File: src/rtl/adc_widen_avg_pkg.sv
// Shared constants for the ADC widening averager; LSB_POS_DEF is shared with the DAC slicer
// so a sample passed straight through and then sliced comes back unchanged.
package adc_widen_avg_pkg;

  localparam int unsigned ADC_W        = 14;
  localparam int unsigned WOUT_DEF     = 64;
  localparam int unsigned LSB_POS_DEF  = 18;
  localparam int unsigned MAX_LOG2_DEF = 10;
  localparam int unsigned LOG2_PORT_W  = 4;

  localparam logic [ADC_W-1:0] ADC_MAX = 14'h1FFF;
  localparam logic [ADC_W-1:0] ADC_MIN = 14'h2000;

  typedef enum logic {
    ST_IDLE  = 1'b0,
    ST_ACCUM = 1'b1
  } state_t;

endpackage : adc_widen_avg_pkg

File: src/rtl/adc_widen_avg_if.sv
// Sample-in / averaged-result-out bundle for adc_widen_avg; names follow the block's port view.
interface adc_widen_avg_if
  import adc_widen_avg_pkg::*;
#(
  parameter int unsigned WIN  = ADC_W,
  parameter int unsigned WOUT = WOUT_DEF
);

  logic [WIN-1:0]         sig_i;
  logic                   sig_valid_i;
  logic [LOG2_PORT_W-1:0] avg_log2_i;
  logic                   clear_i;
  logic [WOUT-1:0]        sig_o;
  logic                   sig_valid_o;
  logic                   clip_o;

  // Source side (ADC capture / testbench).
  modport master (
    output sig_i, sig_valid_i, avg_log2_i, clear_i,
    input  sig_o, sig_valid_o, clip_o
  );

  // Averager side.
  modport slave (
    input  sig_i, sig_valid_i, avg_log2_i, clear_i,
    output sig_o, sig_valid_o, clip_o
  );

endinterface : adc_widen_avg_if

File: src/rtl/adc_widen_avg_rail_detect.sv
// Combinational rail detector: flags the most-positive or most-negative two's-complement code.
module adc_rail_detect #(
  parameter int unsigned WIN = 14
) (
  input  logic [WIN-1:0] sample_i,
  output logic           hit_o_c
);

  localparam logic [WIN-1:0] RAIL_MAX = {1'b0, {(WIN-1){1'b1}}};
  localparam logic [WIN-1:0] RAIL_MIN = {1'b1, {(WIN-1){1'b0}}};

  assign hit_o_c = (sample_i == RAIL_MAX) || (sample_i == RAIL_MIN);

endmodule : adc_rail_detect

File: src/rtl/adc_widen_avg.sv
// Boxcar average of 2^L signed ADC samples, emitted as an exact mean aligned so the
// input integer LSB lands at LSB_POS; flags windows that contained a rail code.
module adc_widen_avg
  import adc_widen_avg_pkg::*;
#(
  parameter int unsigned WIN      = ADC_W,
  parameter int unsigned WOUT     = WOUT_DEF,
  parameter int unsigned LSB_POS  = LSB_POS_DEF,
  parameter int unsigned MAX_LOG2 = MAX_LOG2_DEF
) (
  input  logic            clk_i,
  input  logic            rstn_i,
  adc_widen_avg_if.slave  bus
);

  localparam int unsigned ACC_W = WIN + MAX_LOG2;
  localparam int unsigned CNT_W = MAX_LOG2;
  localparam int unsigned SH_W  = $clog2(WOUT);

  if (WOUT < WIN + LSB_POS) begin : g_bad_wout
    $error("adc_widen_avg: WOUT must be >= WIN+LSB_POS");
  end
  if (LSB_POS < MAX_LOG2) begin : g_bad_lsb
    $error("adc_widen_avg: LSB_POS must be >= MAX_LOG2");
  end

  state_t                  state_q;
  logic signed [ACC_W-1:0] acc_q;
  logic [CNT_W-1:0]        cnt_q;
  logic [LOG2_PORT_W-1:0]  lg_q;
  logic                    clip_q;
  logic [WOUT-1:0]         sig_o_q;
  logic                    sig_valid_o_q;
  logic                    clip_o_q;

  logic                    rail_hit;
  logic                    start;
  logic [LOG2_PORT_W-1:0]  lg_req;
  logic [LOG2_PORT_W-1:0]  lg_eff;
  logic signed [ACC_W-1:0] sample_ext;
  logic signed [ACC_W-1:0] acc_d;
  logic [CNT_W-1:0]        cnt_cur;
  logic [CNT_W:0]          win_len;
  logic                    last;
  logic                    clip_d;
  logic [SH_W-1:0]         shamt;
  logic [WOUT-1:0]         sig_o_d;

  adc_rail_detect #(.WIN(WIN)) u_rail (
    .sample_i (bus.sig_i),
    .hit_o_c  (rail_hit)
  );

  // A window opens on the first accepted sample in IDLE; L is frozen from that sample on.
  always_comb begin
    start      = (state_q == ST_IDLE) && bus.sig_valid_i && !bus.clear_i;
    lg_req     = (bus.avg_log2_i > LOG2_PORT_W'(MAX_LOG2)) ? LOG2_PORT_W'(MAX_LOG2)
                                                           : bus.avg_log2_i;
    lg_eff     = start ? lg_req : lg_q;
    sample_ext = ACC_W'($signed(bus.sig_i));
    acc_d      = (start ? '0 : acc_q) + sample_ext;
    cnt_cur    = start ? '0 : cnt_q;
    clip_d     = (start ? 1'b0 : clip_q) | rail_hit;
    win_len    = (CNT_W+1)'(1) << lg_eff;
    last       = ({1'b0, cnt_cur} == (win_len - (CNT_W+1)'(1)));
    shamt      = SH_W'(LSB_POS) - SH_W'(lg_eff);
    sig_o_d    = WOUT'(acc_d) << shamt;
  end

  // Window FSM, accumulator and registered result.
  always_ff @(posedge clk_i or negedge rstn_i) begin
    if (!rstn_i) begin
      state_q       <= ST_IDLE;
      acc_q         <= '0;
      cnt_q         <= '0;
      lg_q          <= '0;
      clip_q        <= 1'b0;
      sig_o_q       <= '0;
      sig_valid_o_q <= 1'b0;
      clip_o_q      <= 1'b0;
    end else begin
      sig_valid_o_q <= 1'b0;
      if (bus.clear_i) begin
        state_q <= ST_IDLE;
        acc_q   <= '0;
        cnt_q   <= '0;
        clip_q  <= 1'b0;
      end else if (bus.sig_valid_i) begin
        if (start) begin
          lg_q <= lg_req;
        end
        if (last) begin
          state_q       <= ST_IDLE;
          acc_q         <= '0;
          cnt_q         <= '0;
          clip_q        <= 1'b0;
          sig_o_q       <= sig_o_d;
          sig_valid_o_q <= 1'b1;
          clip_o_q      <= clip_d;
        end else begin
          state_q <= ST_ACCUM;
          acc_q   <= acc_d;
          cnt_q   <= cnt_cur + CNT_W'(1);
          clip_q  <= clip_d;
        end
      end
    end
  end

  assign bus.sig_o       = sig_o_q;
  assign bus.sig_valid_o = sig_valid_o_q;
  assign bus.clip_o      = clip_o_q;

endmodule : adc_widen_avg

File: src/flat_wrapper.sv
// flat-port wrapper written by rule: the top's interface ports become plain ports
module adc_widen_avg_flat import adc_widen_avg_pkg::*;
#(
  parameter int unsigned WIN      = ADC_W,
  parameter int unsigned WOUT     = WOUT_DEF,
  parameter int unsigned LSB_POS  = LSB_POS_DEF,
  parameter int unsigned MAX_LOG2 = MAX_LOG2_DEF
)
  (clk_i, rstn_i, bus_sig_i, bus_sig_valid_i, bus_avg_log2_i, bus_clear_i, bus_sig_o, bus_sig_valid_o, bus_clip_o);
  adc_widen_avg_if #(.WIN(WIN), .WOUT(WOUT)) bus_i ();
  input  logic clk_i;
  input  logic rstn_i;
  input wire logic [$bits(bus_i.sig_i)-1:0] bus_sig_i;
  input wire logic [$bits(bus_i.sig_valid_i)-1:0] bus_sig_valid_i;
  input wire logic [$bits(bus_i.avg_log2_i)-1:0] bus_avg_log2_i;
  input wire logic [$bits(bus_i.clear_i)-1:0] bus_clear_i;
  output wire logic [$bits(bus_i.sig_o)-1:0] bus_sig_o;
  output wire logic [$bits(bus_i.sig_valid_o)-1:0] bus_sig_valid_o;
  output wire logic [$bits(bus_i.clip_o)-1:0] bus_clip_o;
  assign bus_i.sig_i = bus_sig_i;
  assign bus_i.sig_valid_i = bus_sig_valid_i;
  assign bus_i.avg_log2_i = bus_avg_log2_i;
  assign bus_i.clear_i = bus_clear_i;
  assign bus_sig_o = bus_i.sig_o;
  assign bus_sig_valid_o = bus_i.sig_valid_o;
  assign bus_clip_o = bus_i.clip_o;
  adc_widen_avg #(.WIN(WIN), .WOUT(WOUT), .LSB_POS(LSB_POS), .MAX_LOG2(MAX_LOG2)) u_core (.clk_i(clk_i), .rstn_i(rstn_i), .bus(bus_i));
endmodule
File: config.mk
export PLATFORM = sky130hd
export DESIGN_NAME = adc_widen_avg_flat
export DESIGN_NICKNAME = d
export VERILOG_FILES = /design/src/rtl/adc_widen_avg_pkg.sv /design/src/rtl/adc_widen_avg_if.sv /design/src/rtl/adc_widen_avg_rail_detect.sv /design/src/rtl/adc_widen_avg.sv /design/src/flat_wrapper.sv
export SDC_FILE = /design/constraint.sdc
export NUM_CORES = 1
export LEC_CHECK = 0
export ABC_AREA = 0
export CAP_MARGIN = 5
export CORE_AREA = 3 3 131 228
export CTS_CLUSTER_DIAMETER = 100
export DETAILED_ROUTE_END_ITERATION = 16
export DIE_AREA = 0 0 134 231
export PLACE_DENSITY_LB_ADDON = 0.15
export SYNTH_ARGS = -nofsm -noshare
export SYNTH_HDL_FRONTEND = slang
export SYNTH_SLANG_ARGS = --single-unit
File: constraint.sdc
create_clock -name clk_i -period 5.5 [get_ports clk_i]
set_clock_uncertainty 0.05 [all_clocks]
set_input_delay 0.55 -clock clk_i [delete_from_list [all_inputs] [get_ports clk_i]]
set_output_delay 0.55 -clock clk_i [all_outputs]
set_load 0.05 [all_outputs]
# Yosys cells after proc, flatten, opt, wreduce, memory -nomap -nowiden
# Cells that the tools add are included.
dict set report word_totals {
  register_bits 106
  in_bits 22
  word_cells 48
}
dict set report classes {
  n_addsub 4
  n_lt_le_gt_ge 1
  eq_ne 3
  shifts 2
  muxes 20
  n_bitwise 3
  reduce_logical 7
}
# op n
set ops {}
lappend ops {{24-bit 2-to-1 mux} 4}
lappend ops {{64-bit by 6-bit << shifter with 64-bit output} 1}
lappend ops {{10-bit 2-to-1 mux} 4}
lappend ops {{24-bit adder} 1}
lappend ops {{14-bit by 13-bit equality test with 1-bit output, second input constant} 1}
lappend ops {{14-bit equality test, second input constant} 1}
lappend ops {{10-bit by 11-bit equality test with 1-bit output} 1}
lappend ops {{1-bit by 4-bit << shifter with 11-bit output, first input constant} 1}
lappend ops {{11-bit by 1-bit subtractor with 11-bit output, second input constant} 1}
lappend ops {{10-bit by 1-bit adder with 10-bit output, second input constant} 1}
lappend ops {{1-bit 2-to-1 mux} 10}
lappend ops {{4-bit 2-to-1 mux} 2}
lappend ops {{5-bit by 4-bit subtractor with 6-bit output, first input constant} 1}
lappend ops {{4-bit > comparator, second input constant} 1}
lappend ops {{3-bit AND reduction} 1}
lappend ops {{1-bit logical AND} 2}
lappend ops {{1-bit inverter} 2}
lappend ops {{2-bit AND reduction} 1}
lappend ops {{2-bit nonzero test} 1}
lappend ops {{1-bit zero test} 1}
lappend ops {{1-bit logical OR} 1}
lappend ops {{1-bit bitwise OR} 1}

# Longest topological paths before layout
# Gate-level depths: netlist (run 1).
dict set report depth {
  word_depth 10
  mapped_depth 21
  depth_no_buf 16
}

# Cells and area by module
# From an unflattened synthesis (run 1), not the netlist that was laid out.
dict set report hier_totals {
  cells_unflattened 1022
  hier_area_um2 8161.6
}
# module n_inst cells_each area_per_inst_um2 seq_area_each_um2
set modules_own_cells {}
lappend modules_own_cells {adc_widen_avg 1 1011 8094.0 2427.3}
lappend modules_own_cells {adc_rail_detect 1 11 67.6 0.0}

# Least setup slack after synthesis (run 1)
# No wires, ideal clock.
dict set report synth_path {
  path_kind {input port to flip-flop}
  start {input bus_avg_log2_i[2]}
  end {register u_core.sig_o_q[34], in the netlist u_core.bus.sig_o[34]}
  setup_ns 0.126
  t_arrival_ns 4.623
  t_required_ns 5.324
  path_slack_ns 0.701
  stages 18
  path_buffers 5
  path_cell_list {clkbuf_1 -> o21a_1 -> o22ai_2 -> inv_2 -> buf_1 -> clkbuf_1 -> ha_1 -> clkbuf_1 -> nand2_1 -> ha_1 -> nand2_1 -> a31oi_1 -> o311ai_0 -> o2111ai_1 -> a2111oi_4 -> nand4b_4 -> clkbuf_1 -> a221o_1}
}
dict set report synth_via {
  elab_chain_cells 7
  word_cells_on_any_way 9
  classes_between {add/sub: 2; order compare: 1; eq/ne: 1; shift: 2; mux: 2; reduce/logical: 1}
}
# element line
set synth_lines {}
lappend synth_lines {{start: declaration} flat_wrapper.sv:15} ;# input wire logic [$bits(bus_i.avg_log2_i)-1:0] bus_avg_log2_i;
lappend synth_lines {{4-bit > comparator} adc_widen_avg.sv:57} ;# lg_req = (bus.avg_log2_i > LOG2_PORT_W'(MAX_LOG2)) ? LOG2_PORT_W'(MAX_LOG2)
lappend synth_lines {{4-bit 2-to-1 mux *} adc_widen_avg.sv:57}
lappend synth_lines {{4-bit 2-to-1 mux *} adc_widen_avg.sv:59} ;# lg_eff = start ? lg_req : lg_q;
lappend synth_lines {{1-bit by 4-bit << shifter with 11-bit output} adc_widen_avg.sv:64} ;# win_len = (CNT_W+1)'(1) << lg_eff;
lappend synth_lines {{11-bit by 1-bit subtractor with 11-bit output} adc_widen_avg.sv:65} ;# last = ({1'b0, cnt_cur} == (win_len - (CNT_W+1)'(1)));
lappend synth_lines {{10-bit by 11-bit equality test with 1-bit output} adc_widen_avg.sv:65}
lappend synth_lines {{3-bit AND reduction (no source line)} -}
lappend synth_lines {{end signal: assignment} adc_widen_avg.sv:97} ;# sig_o_q <= sig_o_d;
lappend synth_lines {{end: declaration} adc_widen_avg.sv:32} ;# logic [WOUT-1:0] sig_o_q;
# Mark *: on every way between the ends. The rest lies on a longest branch, timed or not.
# A chain may end at the register's enable or synchronous reset.

# Worst setup path after layout (run 1)
dict set report layout_path {
  start {input bus_sig_valid_i}
  end {register u_core.sig_o_q[32], in the netlist u_core.bus.sig_o[32]}
}
dict set report layout_via {
  elab_chain_cells 7
  word_cells_on_any_way 12
  classes_between {add/sub: 3; eq/ne: 1; shift: 2; mux: 3; reduce/logical: 3}
}
# element line
set layout_lines {}
lappend layout_lines {{start: declaration} flat_wrapper.sv:14} ;# input wire logic [$bits(bus_i.sig_valid_i)-1:0] bus_sig_valid_i;
lappend layout_lines {{branches (longest 7 deep; another with 24-bit adder)} -}
# Parallel ways; which one is timed is not known.

==> results of run 1 <==
power groups by stage:
stage	Clock [mW]	Sequential, mW	Combinational (mW)
after floorplan	0	0.922	1.22
after global placement	0	0.829	2.06
after detailed placement	0	0.828	2.05
after CTS	0.707	0.814	2.06
after global routing	0.727	0.821	2.24
final	0.683	0.814	2.08
logic make-up after synthesis:
group                      count (synthesis)
AOI/OAI and AO/OA                        387
xor gates and xnor gates                  19
adders and majority gates                 31
buffers and inverters                    107
DFF                                       97
muxes                                     33
and+or+nand+nor                          340
synthesized netlist by cell type (all sizes together), types with 6 or more instances:
library cell	n
o211ai	14
xnor2	12
nand2b	13
and2	35
mux2i	13
a211o	7
or2	8
nor2	65
o2111ai	7
nand3	24
mux2	10
a21o	17
and3	10
clkbuf	47
or3	9
o211a	6
a31oi	14
nand4	9
o21ai	83
buf	34
o31ai	22
mux4	10
a22o	25
a2bb2oi	11
a211oi	22
xor2	7
o21bai	7
o221ai	6
a21oi	63
ha	30
and4	6
nand2	116
nor3	19
nor4	8
dfrtp	97
o21a	8
o22ai	12
inv	26
layer usage:
metal | global-route usage | vias to the layer above | wire length (um)
li1 | - | 4016 | -
met1 | 0.222 | 4091 | 12100
met2 | 0.412 | 265 | 18100
met3 | 0.0305 | 93 | 1150
met4 | 0.135 | 0 | 2260
met5 | 0 | - | 0
layout by cell type (no fill, tap or decap), types with 7 or more instances in the layout:
master / Yosys / layout
o21ai_0: 79 / 79
inv_1: 24 / 24
a22o_1: 25 / 25
nor4_1: 8 / 8
nand2b_1: 12 / 12
a31oi_1: 13 / 13
or3_1: 9 / 9
a21oi_1: 62 / 62
o211ai_1: 14 / 14
xnor2_1: 11 / 9
nor2_1: 63 / 62
a21o_1: 17 / 17
o21a_1: 8 / 8
clkbuf_16: 0 / 9
o21bai_1: 7 / 7
clkdlybuf4s50_1: 0 / 86
and3_1: 10 / 10
mux2_2: 9 / 9
nand3_1: 24 / 24
ha_1: 30 / 30
a2bb2oi_1: 11 / 11
nor3_1: 19 / 19
mux4_2: 10 / 10
o31ai_1: 22 / 22
a211oi_1: 20 / 20
o22ai_1: 11 / 11
o2111ai_1: 7 / 7
nand2_1: 116 / 116
dfrtp_1: 97 / 97
a211o_1: 7 / 7
and2_1: 35 / 35
buf_4: 9 / 59
mux2i_1: 13 / 13
or2_2: 7 / 7
nand4_1: 9 / 9
flip-flops by register name (all words and copies together) (netlist names):
signal,cells
u_core.acc_q,24
u_core.bus.clip_o,1
u_core.bus.sig_o,55
u_core.bus.sig_valid_o,1
u_core.clip_q,1
u_core.cnt_q,10
u_core.lg_q,4
u_core.state_q,1
how the worst min path moves through the flow:
stage,startpoint,end,slack (ns),cells past startpoint
floorplan,rstn_i,u_core.acc_q[0]$_DFFE_PN0P_,0.20,0
global placement,u_core.acc_q[11]$_DFFE_PN0P_,u_core.acc_q[11]$_DFFE_PN0P_,0.41,2
detailed placement,u_core.lg_q[1]$_DFFE_PN0P_,u_core.lg_q[1]$_DFFE_PN0P_,0.41,2
CTS,rstn_i,u_core.bus.sig_o[49]$_DFFE_PN0P_,0.16,1
global route,rstn_i,u_core.bus.sig_o[48]$_DFFE_PN0P_,0.19,1
finish,rstn_i,u_core.bus.sig_o[49]$_DFFE_PN0P_,0.14,1
critical path: cells and delay by family:
kind                     cells  cell delay, ns
AND/OR/NAND/NOR              4            1.54
adder cells (fa/ha/maj)      1            0.49
AO/OA/AOI/OAI                6            2.23
buffers and inverters        2            0.68
through the flow:
stage	util	power, mW	worst slack, ns
global route	0.362	3.79	0.156
detailed placement	0.351	2.88	0.0227
global placement	0.351	2.89	0.00737
CTS	0.362	3.58	0.383
floorplan	-	2.14	0.701
finish	0.362	3.58	0.244
cell type report:
class                           instances  area share
Clock buffer                           10      0.0226
Clock inverter                          6     0.00752
Inverter                               26     0.00961
Multi-Input combinational cell        810       0.545
Sequential cell                        97       0.239
Tap cell                              373      0.0460
Timing Repair Buffer                  146       0.130
==> metrics.md, run 1 <==
| Metric | Value |
|---|---|
| Status | `finished clean` |
| Ys flop type | `dfrtp_1` |
| Via count | `8465` |
| Fill count | `2944` |
| Pint | `1.86 mW` |
| Largest net degree at the start of global routing | `51` |
| Post-cts sizing count | `0` |
| Synth Register Bits | `97` |
| Synthesized area | `0.00840 mm^2` |
| Sequential share of power | `0.228` |
| Crit path to | `u_core.bus.sig_o[32]$_DFFE_PN0P_` |
| Die area | `0.0310 mm^2` |
| R2R Setup Slk | `0.37 ns` |
| DIE HEIGHT | `231 um` |
| RSZ-0062 raised after global routing | `no` |
| Detailed placer's ending HPWL | `26800 um` |
| Syn Nets | `1067` |
| Post-synthesis mux area share | `0.0562` |
| Reg2reg path depth | `12` |
| Setup repair bufs after CTS | `0` |
| Critical-path top delay cell | `nor4_1` |
| Crit share post-route | `0.956` |
| Register Area | `0.00243 mm^2` |
| Area Growth Syn to Fin | `20.9%` |
| Clock sinks | `97` |
| CTS buffer count | `9` |
| Simple logic cell fraction of the synthesized area | `0.203` |
| Critical path class | `in -> reg` |
| # diodes | `0` |
| Reg2Reg Launch Point | `u_core.state_q$_DFFE_PN0P_` |
| Placed Area | `0.00985 mm^2` |
| Worst slew pin tran | `0.964 ns` |
| Synth Area in Compound Gates | `0.327` |
| Global-route wire length before repair | `51700 um` |
| Inst Count DP | `1452` |
| Crit-path max FO | `25` |
| Post-cts hold buffer count | `0` |
| Drt wl/cell | `22.9 um` |
| Iteration-0 DRC Markers | `626` |
| Setup crit start kind | `primary input` |
| Net Switching | `1.71 mW` |
| Clock Pin Slew Worst Setup and Hold Paths | `0.08 ns` |
| Seq/Total Area, Yosys | `0.289` |
| Reg2reg end | `u_core.bus.sig_o[32]$_DFFE_PN0P_` |
| Die X | `134 um` |
| Share of cells above drive strength 1 | `0.119` |
| Slew Limit Fails | `0` |
| Gr usage total | `0.218` |
| Layout Nets | `1143` |
| Finished Cell Area | `0.0102 mm^2` |
| Total of max-cap violations | `0` |
| Max frequency | `190 MHz` |
| Combinational share of power | `0.581` |
| Synth area leader | `dfrtp_1` |
| Post-synthesis adder-cell area fraction | `0.0471` |
| Synth unique cells | `89` |
| Routability cong. | `0.920` |
| CP Data Required Time | `5.74 ns` |
| Clk Latency, worst-skew pair | `0.39 ns` |
| Top Ports | `88` |
| Post-synthesis xor/xnor area fraction | `0.0207` |
| Cell Chain, Critical Path | `clkdlybuf4s50_1 > or3b_1 > buf_12 > and2_1 > ha_1 > nand2_1 > nor4_1 > o21ai_0 > a2111oi_0 > a311oi_1 > o221ai_1 > o21bai_1 > o221ai_1` |
| Setup violators final | `0` |
| CP startpoint | `bus_sig_valid_i` |
| CTS max path bufs | `2` |
| Clock power frac | `0.191` |
| Fin Hold WS | `0.144 ns` |
| Multi-input gate area in the final layout | `0.00553 mm^2` |
| Post-route DRC violation count | `0` |
| Post-Syn Instances | `1014` |
| Slowest stage delay, CP | `0.70 ns` |
| Rel. slew slack | `0.352` |
| Post-synth EDFFs | `0` |
| Post-synthesis async set-or-reset flop share | `1.00` |
| Worst hold path class | `in -> async` |
| Switching share of total power | `0.479` |
| I/O Buffers | `87` |
| H-tree Lvls | `3` |
| Routed WL | `33600 um` |
| Antenna-violating nets left | `0` |
| CP endpoint kind | `flop` |
| Vias per std cell | `5.77` |
| Synth top area cells | `dfrtp_1 (29%), nand2_1 (5.2%), o21ai_0 (4.7%), ha_1 (4.5%), a21oi_1 (3.7%)` |
| Critical Path Most Common Cell | `o221ai_1` |
| Area of the core | `0.0281 mm^2` |
| Setup TNS | `0 ns` |
| Antenna violations before repair | `0` |
| Drt pass-1 iters | `5` |
| Synth warnings | `0` |
| Initial Util | `0.299` |
| CTS tree | `yes` |
| Syn avg cell area | `8.28 um^2` |
| Leakage | `4.23 nW` |
| Finished Layout Cells | `1468` |
| Rows | `81` |
| PwrDens | `352 mW/mm^2` |
| Worst EP arrival | `5.49 ns` |
| Vias in the first global route | `8593` |
| Post-synth top area share | `0.289` |
| Peak supply drop | `183 uV` |
| Root Driver | `clkbuf_16` |
| Grt total ovfl | `0` |
| Count of final hold-check violations | `0` |
| Combinational family with the most area after synthesis | `compound AO/OA/AOI/OAI gates` |
| Final min period | `5.26 ns` |
No activity file was read; power rests on OpenSTA's default activity.
==> run 2, diff against run 1 <==
CTS_BUF_LIST = sky130_fd_sc_hd__clkbuf_4 sky130_fd_sc_hd__clkbuf_8   (was unset)
==> metrics.md, run 2 (synthesis gave the netlist of run 1 again) <==
| Metric | Value |
|---|---|
| Status | `finished clean` |
| Share of cells above drive strength 1 | `0.120` |
| Rows | `81` |
| Critical path class | `in -> reg` |
| Total of max-cap violations | `0` |
| Crit share post-route | `0.934` |
| Reg2reg end | `u_core.bus.sig_o[32]$_DFFE_PN0P_` |
| CTS tree | `yes` |
| Multi-input gate area in the final layout | `0.00553 mm^2` |
| Area of the core | `0.0281 mm^2` |
| Combinational share of power | `0.608` |
| CTS max path bufs | `2` |
| Vias in the first global route | `8551` |
| M2 GR Usage | `0.415` |
| # diodes | `0` |
| Clk Latency, worst-skew pair | `0.45 ns` |
| Reg2Reg Launch Point | `u_core.state_q$_DFFE_PN0P_` |
| DIE HEIGHT | `231 um` |
| Vias per std cell | `5.78` |
| Tot Pwr | `3.43 mW` |
| Via count | `8479` |
| Register Area | `0.00243 mm^2` |
| CP Data Required Time | `5.81 ns` |
| I/O Buffers | `87` |
| Post-cts hold buffer count | `0` |
| Grt met1 use | `0.223` |
| Count of final hold-check violations | `0` |
| Final core occ | `0.358` |
| Gr busiest metal | `met2` |
| Worst EP arrival | `5.44 ns` |
| Layout Nets | `1143` |
| R2R Setup Slk | `0.42 ns` |
| CP endpoint kind | `flop` |
| Clock sinks | `97` |
| Pint | `1.73 mW` |
| Rel. slew slack | `0.230` |
| Iteration-0 DRC Markers | `668` |
| Net Switching | `1.71 mW` |
| Worst slew pin tran | `1.15 ns` |
| Post-cts sizing count | `0` |
| Peak supply drop | `129 uV` |
| Slew Limit Fails | `0` |
| RSZ-0062 raised after global routing | `no` |
| Area Growth Syn to Fin | `19.7%` |
| Grt total ovfl | `0` |
| Finished Layout Cells | `1468` |
| CTS buffer count | `9` |
| Antenna violations before repair | `0` |
| Initial Util | `0.299` |
| Sequential share of power | `0.237` |
| Fin Hold WS | `0.0580 ns` |
| Post-route DRC violation count | `0` |
| PwrDens | `342 mW/mm^2` |
| Max frequency | `195 MHz` |
| Switching share of total power | `0.498` |
| Fill count | `2962` |
| Clock power frac | `0.155` |
| Placed Area | `0.00985 mm^2` |
| Drt wl/cell | `23.1 um` |
| Crit-path max FO | `25` |
| Drt pass-1 iters | `5` |
| Die area | `0.0310 mm^2` |
| Commonest non-fill, non-tap cell in the layout | `nand2_1` |
| Setup repair bufs after CTS | `0` |
| Die X | `134 um` |
| Worst setup margin | `0.362 ns` |
| Setup TNS | `0 ns` |
| Top Ports | `88` |
| H-tree Lvls | `3` |
| Worst hold path class | `in -> async` |
| Antenna-violating nets left | `0` |
| Finished Cell Area | `0.0101 mm^2` |
| Final min period | `5.14 ns` |
| Setup violators final | `0` |
| Max reg flops | `55` |
| Routability cong. | `0.920` |
| Leakage | `4.18 nW` |
| Root Driver | `clkbuf_8` |
| Global-route wire length before repair | `51900 um` |
| Largest net degree at the start of global routing | `51` |
| Setup crit start kind | `primary input` |
| Detailed placer's ending HPWL | `26800 um` |
| Gr usage total | `0.220` |
| Reg2reg path depth | `12` |
| DP Worst Slack | `0.0227 ns` |
| Clock Pin Slew Worst Setup and Hold Paths | `0.11 ns` |
| Met3 Use GR | `0.0305` |
| Most frequent cells in the layout | `nand2_1 (116), dfrtp_1 (97), clkdlybuf4s50_1 (86), o21ai_0 (79)` |
| Inst Count DP | `1452` |
| Routed WL | `34000 um` |
-- run 2: worst max path at each step --
stage | from | endpoint | slack, ns | depth (start not counted)
2_1_floorplan | bus_avg_log2_i[2] | u_core.bus.sig_o[34]$_DFFE_PN0P_ | 0.70 | 18
3_3_place_gp | bus_sig_valid_i | u_core.bus.sig_o[32]$_DFFE_PN0P_ | 0.007 | 13
3_5_place_dp | bus_sig_valid_i | u_core.bus.sig_o[32]$_DFFE_PN0P_ | 0.02 | 13
4_1_cts | bus_sig_valid_i | u_core.bus.sig_o[32]$_DFFE_PN0P_ | 0.46 | 13
5_1_grt | bus_sig_valid_i | u_core.bus.sig_o[32]$_DFFE_PN0P_ | 0.23 | 13
6_report | bus_sig_valid_i | u_core.bus.sig_o[32]$_DFFE_PN0P_ | 0.36 | 13
-- run 2: per-layer routing --
metal | share of wire | wire (um)
met1 | 0.36 | 12200
met2 | 0.54 | 18400
met3 | 0.036 | 1230
met4 | 0.063 | 2140
met5 | 0 | 0
-- run 2: power by group through the flow --
stage	Clock (mW)	Sequential [mW]	Combinational (mW)
6_report	0.534	0.814	2.09
4_1_cts	0.552	0.814	2.06
2_1_floorplan	0	0.922	1.22
5_1_grt	0.574	0.821	2.24
3_5_place_dp	0	0.828	2.05
3_3_place_gp	0	0.829	2.06
-- run 2: worst max-delay path, cell delays in order --
cell	delay [ns]
clkdlybuf4s50_1	0.47
or3b_1	0.50
buf_12	0.22
and2_1	0.16
ha_1	0.50
nand2_1	0.19
nor4_1	0.69
o21ai_0	0.47
a2111oi_0	0.65
a311oi_1	0.12
o221ai_1	0.43
o21bai_1	0.27
o221ai_1	0.24
-- run 2: area by class of cell --
type	count	area share
inverter	26	0.00971
timing repair buffer	146	0.132
tap	373	0.0464
clock inverter	6	0.00759
clock buffer	10	0.0131
sequential	97	0.241
multi-input combinational	810	0.550
